### src/rtl/saturating_alu_acc.sv
// Pipelined saturating add/sub/accumulate unit with valid/ready handshakes.
// Optional saturation event counter enabled by defining SAT_EVENT_CNT_EN.
module saturating_alu_acc #(
    parameter int WIDTH  = 8,
    parameter int SIGNED = 0
) (
    input  logic             clk,
    input  logic             rst_n,
    input  logic             clr,
    input  logic             in_valid,
    output logic             in_ready,
    input  logic [1:0]       in_mode,
    input  logic [WIDTH-1:0] in_a,
    input  logic [WIDTH-1:0] in_b,
    output logic             out_valid,
    input  logic             out_ready,
    output logic [WIDTH-1:0] out_data,
    output logic             out_sat_hi,
    output logic             out_sat_lo,
    output logic             sticky_sat,
    output logic [WIDTH-1:0] acc_q
`ifdef SAT_EVENT_CNT_EN
    ,
    output logic [15:0]      sat_cnt
`endif
);

    localparam logic [WIDTH-1:0] MAXV = (SIGNED != 0) ? {1'b0, {(WIDTH-1){1'b1}}} : {WIDTH{1'b1}};
    localparam logic [WIDTH-1:0] MINV = (SIGNED != 0) ? {1'b1, {(WIDTH-1){1'b0}}} : {WIDTH{1'b0}};

    logic             r_out_valid;
    logic [WIDTH-1:0] r_out_data;
    logic             r_sat_hi;
    logic             r_sat_lo;
    logic             r_sticky;
    logic [WIDTH-1:0] r_acc;

    logic             w_xfer;
    logic [WIDTH-1:0] w_acc_eff;
    logic [WIDTH-1:0] w_op1;
    logic [WIDTH-1:0] w_op2;
    logic [WIDTH:0]   w_op1_x;
    logic [WIDTH:0]   w_op2_x;
    logic [WIDTH:0]   w_sum;
    logic             w_hi;
    logic             w_lo;
    logic [WIDTH-1:0] w_res;

    assign in_ready  = !r_out_valid || out_ready;
    assign w_xfer    = in_valid && in_ready;
    // A clear in the same cycle as an accumulate makes the operation see zero.
    assign w_acc_eff = clr ? '0 : r_acc;
    assign w_op1     = in_mode[1] ? w_acc_eff : in_a;
    assign w_op2     = in_mode[1] ? in_a : in_b;

    always_comb begin
        w_op1_x = {1'b0, w_op1};
        w_op2_x = {1'b0, w_op2};
        if (SIGNED != 0) begin
            w_op1_x = {w_op1[WIDTH-1], w_op1};
            w_op2_x = {w_op2[WIDTH-1], w_op2};
        end
    end

    assign w_sum = in_mode[0] ? (w_op1_x - w_op2_x) : (w_op1_x + w_op2_x);

    // Unsigned: the extra bit is a carry on add and a borrow on subtract.
    // Signed: the extra bit disagreeing with the MSB means out of range, its value gives direction.
    always_comb begin
        w_hi = 1'b0;
        w_lo = 1'b0;
        if (SIGNED != 0) begin
            w_hi = (w_sum[WIDTH] != w_sum[WIDTH-1]) && !w_sum[WIDTH];
            w_lo = (w_sum[WIDTH] != w_sum[WIDTH-1]) &&  w_sum[WIDTH];
        end else begin
            w_hi = w_sum[WIDTH] && !in_mode[0];
            w_lo = w_sum[WIDTH] &&  in_mode[0];
        end
    end

    always_comb begin
        w_res = w_sum[WIDTH-1:0];
        if (w_hi)      w_res = MAXV;
        else if (w_lo) w_res = MINV;
    end

    always_ff @(posedge clk) begin
        if (!rst_n) begin
            r_out_valid <= 1'b0;
            r_out_data  <= '0;
            r_sat_hi    <= 1'b0;
            r_sat_lo    <= 1'b0;
            r_sticky    <= 1'b0;
            r_acc       <= '0;
        end else begin
            if (w_xfer) begin
                r_out_valid <= 1'b1;
                r_out_data  <= w_res;
                r_sat_hi    <= w_hi;
                r_sat_lo    <= w_lo;
            end else if (out_ready) begin
                r_out_valid <= 1'b0;
            end

            if (w_xfer)   r_acc <= w_res;
            else if (clr) r_acc <= '0;

            if (w_xfer && (w_hi || w_lo)) r_sticky <= 1'b1;
            else if (clr)                 r_sticky <= 1'b0;
        end
    end

`ifdef SAT_EVENT_CNT_EN
    logic [15:0] r_sat_cnt;

    always_ff @(posedge clk) begin
        if (!rst_n) begin
            r_sat_cnt <= '0;
        end else if (w_xfer && (w_hi || w_lo)) begin
            if (clr)                      r_sat_cnt <= 16'd1;
            else if (r_sat_cnt != 16'hFFFF) r_sat_cnt <= r_sat_cnt + 16'd1;
        end else if (clr) begin
            r_sat_cnt <= '0;
        end
    end

    assign sat_cnt = r_sat_cnt;
`endif

    assign out_valid  = r_out_valid;
    assign out_data   = r_out_data;
    assign out_sat_hi = r_sat_hi;
    assign out_sat_lo = r_sat_lo;
    assign sticky_sat = r_sticky;
    assign acc_q      = r_acc;

endmodule
### config.mk
export PLATFORM = sky130hd
export DESIGN_NAME = saturating_alu_acc
export DESIGN_NICKNAME = d
export VERILOG_FILES = /design/src/rtl/saturating_alu_acc.sv
export SDC_FILE = /design/constraint.sdc
export NUM_CORES = 1
export LEC_CHECK = 0
export ABC_CLOCK_PERIOD_IN_PS = 4800
export CELL_PAD_IN_SITES_DETAIL_PLACEMENT = 1
export CELL_PAD_IN_SITES_GLOBAL_PLACEMENT = 1
export CORE_MARGIN = 2
export CORE_UTILIZATION = 45
export CTS_CLUSTER_SIZE = 30
export DETAILED_ROUTE_END_ITERATION = 7
export DONT_BUFFER_PORTS = 1
export GPL_TIMING_DRIVEN = 0
export MAX_ROUTING_LAYER = met4
export PLACE_DENSITY_LB_ADDON = 0.1
export SLEW_MARGIN = 20
export SYNTH_ARGS = -nofsm -noshare
export SYNTH_HDL_FRONTEND = slang
export SYNTH_SLANG_ARGS = --single-unit
export TNS_END_PERCENT = 50
### constraint.sdc
create_clock -name clk -period 4.8 [get_ports clk]
set_input_delay 0.72 -clock clk [delete_from_list [all_inputs] [get_ports clk]]
set_output_delay 0.72 -clock clk [all_outputs]
set_load 0.02 [all_outputs]
==> metrics.md <==
| Metric | Value |
|---|---|
| DRT iter0 DRCs | 72 |
| Primary FF master, synth | dfxtp_1 |
| Slowest-stage cell, CP | buf_1 |
| Synthesized area | 1582 sq um |
| Critical path origin | in_mode[1] |
| Worst setup path class | in -> reg |
| Clock sinks | 20 |
| Die area | 4005 sq um |
| Via count | 1,452 |
| Number of global-route vias before repair | 1,518 |
| RSZ-0062 raised after global routing | no |
| Run status | complete, no violations |
| Initial antenna violation count | 0 |
| Final setup vio count | 0 |
| Starting density of the core | 47.02% |
| Wire per inst | 17.81 um |
| Max-slew headroom at the worst pin | 60.37% |
| Drt pass-1 iters | 4 |
| Die width | 63.29 um |
| Crit path max fanout | 10 |
| YS warnings | 0 |
| Async set or reset register ratio after synthesis | 0% |
| First-pass GRT wire length | 7072 um |
| Final Hold Viols | 0 |
| Layout fillers | 441 |
| Mapped Avg Cell Area | 8.237 sq um |
| Worst setup EP type | flip-flop |
| CP Buf/Inv Count | 3 |
| Synth area leader | dfxtp_1 |
| Via/cell ratio | 6.000 |
| GRT Overall Usage | 22.80% |
| Row count | 21 |
| Largest family of logic cells by synthesized area | compound AO/OA/AOI/OAI gates |
| Die height | 63.29 um |
| # DRC | 0 |
| Core footprint | 3363 sq um |
| Crit path launch type | input port |
| Post-CTS Resized | 0 |
| PwrDens | 321.1 nW/um^2 |
| Register bit total from synthesis | 20 |
| Layout cells sized above 1 | 9.694% |
| TritonCTS Buffers | 3 |
| Launch point of the worst reg-to-reg path | acc_q[0] |
| Total congestion overflow | 0 |
| P&R area growth vs syn | 5.934% |
| Fmax | 265.5 MHz |
| H-tree depth | 1 |
| Req. time, crit path | 4.99 ns |
| Port bufs | 0 |
| CP cell instances | buf_2 > buf_1 > mux2i_1 > ha_1 > inv_1 > fa_1 > a211oi_2 > o211ai_2 > a21oi_4 > nand2_1 > a221oi_1 > nor2_1 |
| Post-CTS Hold Buffers | 0 |
| Xor and xnor area share after synthesis | 8.782% |
| Top cell type's share of synthesized area | 25.32% |
| Synth cell types | 43 |
| Hold_sp | in_valid |
| Cells after synthesis | 192 |
| Setup TNS | 0 ns |
| Critical Path AT | 3.96 ns |
| DP HPWL | 3526 um |
| Adder-cell share of the synthesized area | 8.386% |
| Total Wirelength | 4309 um |
| Synth top area cells | dfxtp_1 (25%), ha_1 (7.1%), nor2_1 (6.2%) |
| Worst VDD drop | 0.0002155 V |
| Core Util, Final | 49.81% |
| Family with the most delay on the worst path | compound AO/OA/AOI/OAI gates |
| TritonCTS clock tree | yes |
| Worst skew pair latency | 0.31 ns |
| Compound-gate portion of the synthesized area | 23.34% |
| Power Total | 0.5379 mW |
| Fin. max-slew vios | 0 |
| Syn_nets | 225 |
| Final ANT Viol Nets | 0 |
| Post-Synth Simple-Gate Area | 19.78% |
| Seq/Total Area, Yosys | 25.32% |
| Final net count | 230 |
| Post-CTS Setup Bufs | 0 |
| GPL Wtd Cong | 0.8207 |
| Clk slew on worst S/H paths | 0.11 ns |
| Max stage delay on crit path | 0.50 ns |
| Minimum clock period | 3.766 ns |
| Final hold slack | 0.5294 ns |
| Static leakage | 0.6840 nW |
| Maximum clock path buffer count | 2 |
| Largest net degree at the start of global routing | 12 |
| Worst slew pin tran | 0.5944 ns |
| Multiplexer area fraction after synthesis | 10.68% |
| Post-synth EDFFs | 0 |
| Crit share post-route | 78.45% |
| Root buffer cell | clkbuf_4 |
| MaxCap Viol Count | 0 |
| Clock skew | 0.005108 ns |
| I/O pin total | 44 |
| Antenna cell count | 0 |
| Hold Path Class | in -> reg |
[state kept, by name, summed over array words and instances, names as in the netlist]
signal,count
acc_q,8
out_data,8
out_valid,1
sticky_sat,1
out_sat_hi,1
out_sat_lo,1
[logic make-up (layout without fill, tap and decap cells)]
logic type,count (synthesis),count (layout)
AO/OA/AOI/OAI,53,53
XOR/XNOR,15,15
adder cells (fa/ha/maj),10,10
buffers and inverters,15,19
flip-flops,20,20
multiplexers,16,16
AND/OR/NAND/NOR,63,63
[stage by stage]
stage	cell area, sq um	worst slack (ns)	cells
after CTS	1675	1.068	242
after detailed placement	1639	0.7265	238
after global placement	1639	0.8437	238
after global routing	1675	0.7961	242
after floorplan	1582	1.189	192
final	1675	1.034	242
[cell usage in the layout (no fill, tap or decap), types with 2 or more instances in the layout]
cell type  Yosys  final
o21ai_0       12     12
a21o_1         2      2
inv_1          6      6
o21a_1         2      2
a31oi_1        3      3
xnor2_1        6      6
ha_1           9      9
a311oi_1       4      4
and3_1         2      2
a221oi_1       2      2
buf_2          2      2
nor3_1         4      4
mux2i_1        9      9
clkbuf_4       0      3
a21oi_1       11     11
and2_1         4      4
clkbuf_1       6      6
o221ai_1       2      2
nand2_1        9      9
dfxtp_1       20     20
nor2b_1       10     10
a211oi_1       7      7
xor2_1         8      8
mux2_2         7      7
nor2_1        26     26
[area by class of cell]
| cell class | instances | area [sq um] | area share [%] |
|---|---|---|---|
| buffer | 9 | 36.28 | 2.166 |
| clock buffer | 4 | 36.28 | 2.166 |
| inverter | 6 | 22.52 | 1.344 |
| multi-input combinational | 157 | 1122 | 66.99 |
| sequential | 20 | 400.4 | 23.90 |
| tap | 46 | 57.56 | 3.435 |
[power by group]
group / switching, mW / total, mW / internal [mW]
Sequential: 0.0356 / 0.221 / 0.185
Combinational: 0.129 / 0.217 / 0.0885
Clock: 0.0532 / 0.0996 / 0.0463
[final timing paths]
path                                    end  slack (ns)  depth (start not counted)
worst max register to register     acc_q[2]        1.73                         11
worst min register to register  out_data[3]        0.60                          2
worst max-delay path               acc_q[2]        1.03                         12
worst min-delay path              out_valid        0.53                          2
[layer usage]
layer	global-route usage, %	vias to the layer above	wire length [um]
li1	-	705	-
met1	27.13	705	1855
met2	39.63	40	2172
met3	6.071	2	249
met4	3.261	0	31
met5	-	-	0
[cells in the mapped netlist (4+ instances only)]
cell and count:
nor2b_1 10, and2_1 4, o21ai_0 12, inv_1 6, xnor2_1 6, mux2_2 7, a21oi_1 11, ha_1 9
a311oi_1 4, nand2_1 9, nor3_1 4, a211oi_1 7, clkbuf_1 6, mux2i_1 9, nor2_1 26, xor2_1 8
dfxtp_1 20
No activity file was read; power rests on OpenSTA's default activity.
==> RTL change, RTL diff (same flow settings) <==
The parameter `SIGNED` goes from 0 to 1.
--- a/src/rtl/saturating_alu_acc.sv
+++ b/src/rtl/saturating_alu_acc.sv
@@ -3,5 +3,5 @@
 module saturating_alu_acc #(
     parameter int WIDTH  = 8,
-    parameter int SIGNED = 0
+    parameter int SIGNED = 1
 ) (
     input  logic             clk,
Check against the original RTL: not equivalent (a bounded check fails within 4 cycles, from zero or initial values and one cycle with rst_n low).
==> RTL change against the original RTL <==
- critical path depth rose by 4
- clock power rose by 69%
- highest routed layer unchanged
- power rose by 45%
- synthesized area rose by 11%
- fmax fell by 16%
- global-route usage fell by 0.61 points
- synthesized cell count rose by 10%
- sequential cell count did not move
- first-iteration DRC count rose by 5.6%
- register-to-register slack got worse by 0.92 ns
- worst setup slack got worse by 0.71 ns
- design area rose by 13%
- via count rose by 6.3%
- routed wire length rose by 5.9%
==> RTL change: results (changes against the original RTL) <==
{| class="wikitable"
! Metric !! Value
|-
| Instance area after placement || 0.00181 mm2 (was 0.00164 mm2)
|-
| Internal reg-to-reg setup slack || 0.81 ns (was 1.73 ns)
|-
| Proportion of cell area occupied by registers || 21.1% (was 23.9%)
|-
| WP data arrival || 4.66 ns (was 3.96 ns)
|-
| Synthesized area per cell || 8.26 um2 (was 8.24 um2)
|-
| Psw || 326 uW (was 218 uW)
|-
| Number of cell instances on the worst register-to-register path || 14 (was 11)
|-
| Placed wire-length estimate after detailed placement || 3.79 mm (was 3.53 mm)
|-
| Clock latency on the worst-skew pair || 0.26 ns (was 0.31 ns)
|-
| Non-clock buffering overhead in the final layout || 3.16% (was 2.17%)
|-
| Proportion of synthesized chip area in sequential cells || 22.9% (was 25.3%)
|-
| Final routed wirelength across all metal layers || 4.56 mm (was 4.31 mm)
|-
| Tot GR Track Use || 22.2% (was 22.8%)
|-
| Leakage dissipation || 0.755 nW (was 0.684 nW)
|-
| Clock network power || 168 uW (was 99.6 uW)
|-
| Clock tree skew after final layout || 0.00287 ns (was 0.00511 ns)
|-
| Outcome || complete, no violations (unchanged)
|-
| Worst hold-check slack || 0.571 ns (was 0.529 ns)
|-
| Count of unique library cells instantiated by Yosys || 44 (was 43)
|-
| Critical-path cell with the highest stage delay || or4_1 (was buf_1)
|-
| CTS Root Cell || clkbuf_8 (was clkbuf_4)
|-
| Hold Path End || out_sat_hi$_SDFFE_PN0P_ (was out_valid$_SDFFE_PN0P_)
|-
| Met3 Wirelength || 238 um (was 249 um)
|-
| Clock transition at path regs || 0.08 ns (was 0.11 ns)
|-
| Dominant cells by area after synthesis || dfxtp_1 23%, ha_1 7.9%, mux2i_1 6.3% (was dfxtp_1 25%, ha_1 7.1%, nor2_1 6.2%)
|-
| Multi-input combinational cell count || 166 (was 157)
|-
| Worst reg2reg path endpoint || acc_q[0]$_SDFF_PN0_ (was acc_q[2]$_SDFF_PN0_)
|}
-- RTL change: changes by cell type after synthesis, sizes merged, moves of 3 or more --
cell    change
a211oi      -3
nand3       +5
a311oi      -4
clkbuf      +4
a21boi      +8
nor2b       +3
nor2       -13
mux2        -3
o21ai       +9
xnor2       -3
inv         +7
nand3b      +3
-- RTL change: kinds of logic (layout without fill, tap and decap cells) --
| logic type | after synthesis | in the layout | share of synthesized area, % |
|---|---|---|---|
| AOI/OAI and AO/OA | 62 | 62 | 23.9 |
| buffers and inverters | 26 | 28 | 6.43 |
| xor gates and xnor gates | 10 | 10 | 5.86 |
| DFF | 20 | 20 | 22.9 |
| muxes | 15 | 15 | 8.86 |
| adders and majority gates | 12 | 12 | 9.00 |
| and+or+nand+nor | 67 | 67 | 23.1 |
-- RTL change: repair_timing --
action / CTS / global route
gates resized for setup: 0 / 5
pin swaps: 1 / 1
buffers inserted: 1 / 0
endpoints found under the setup margin: 13 / 13
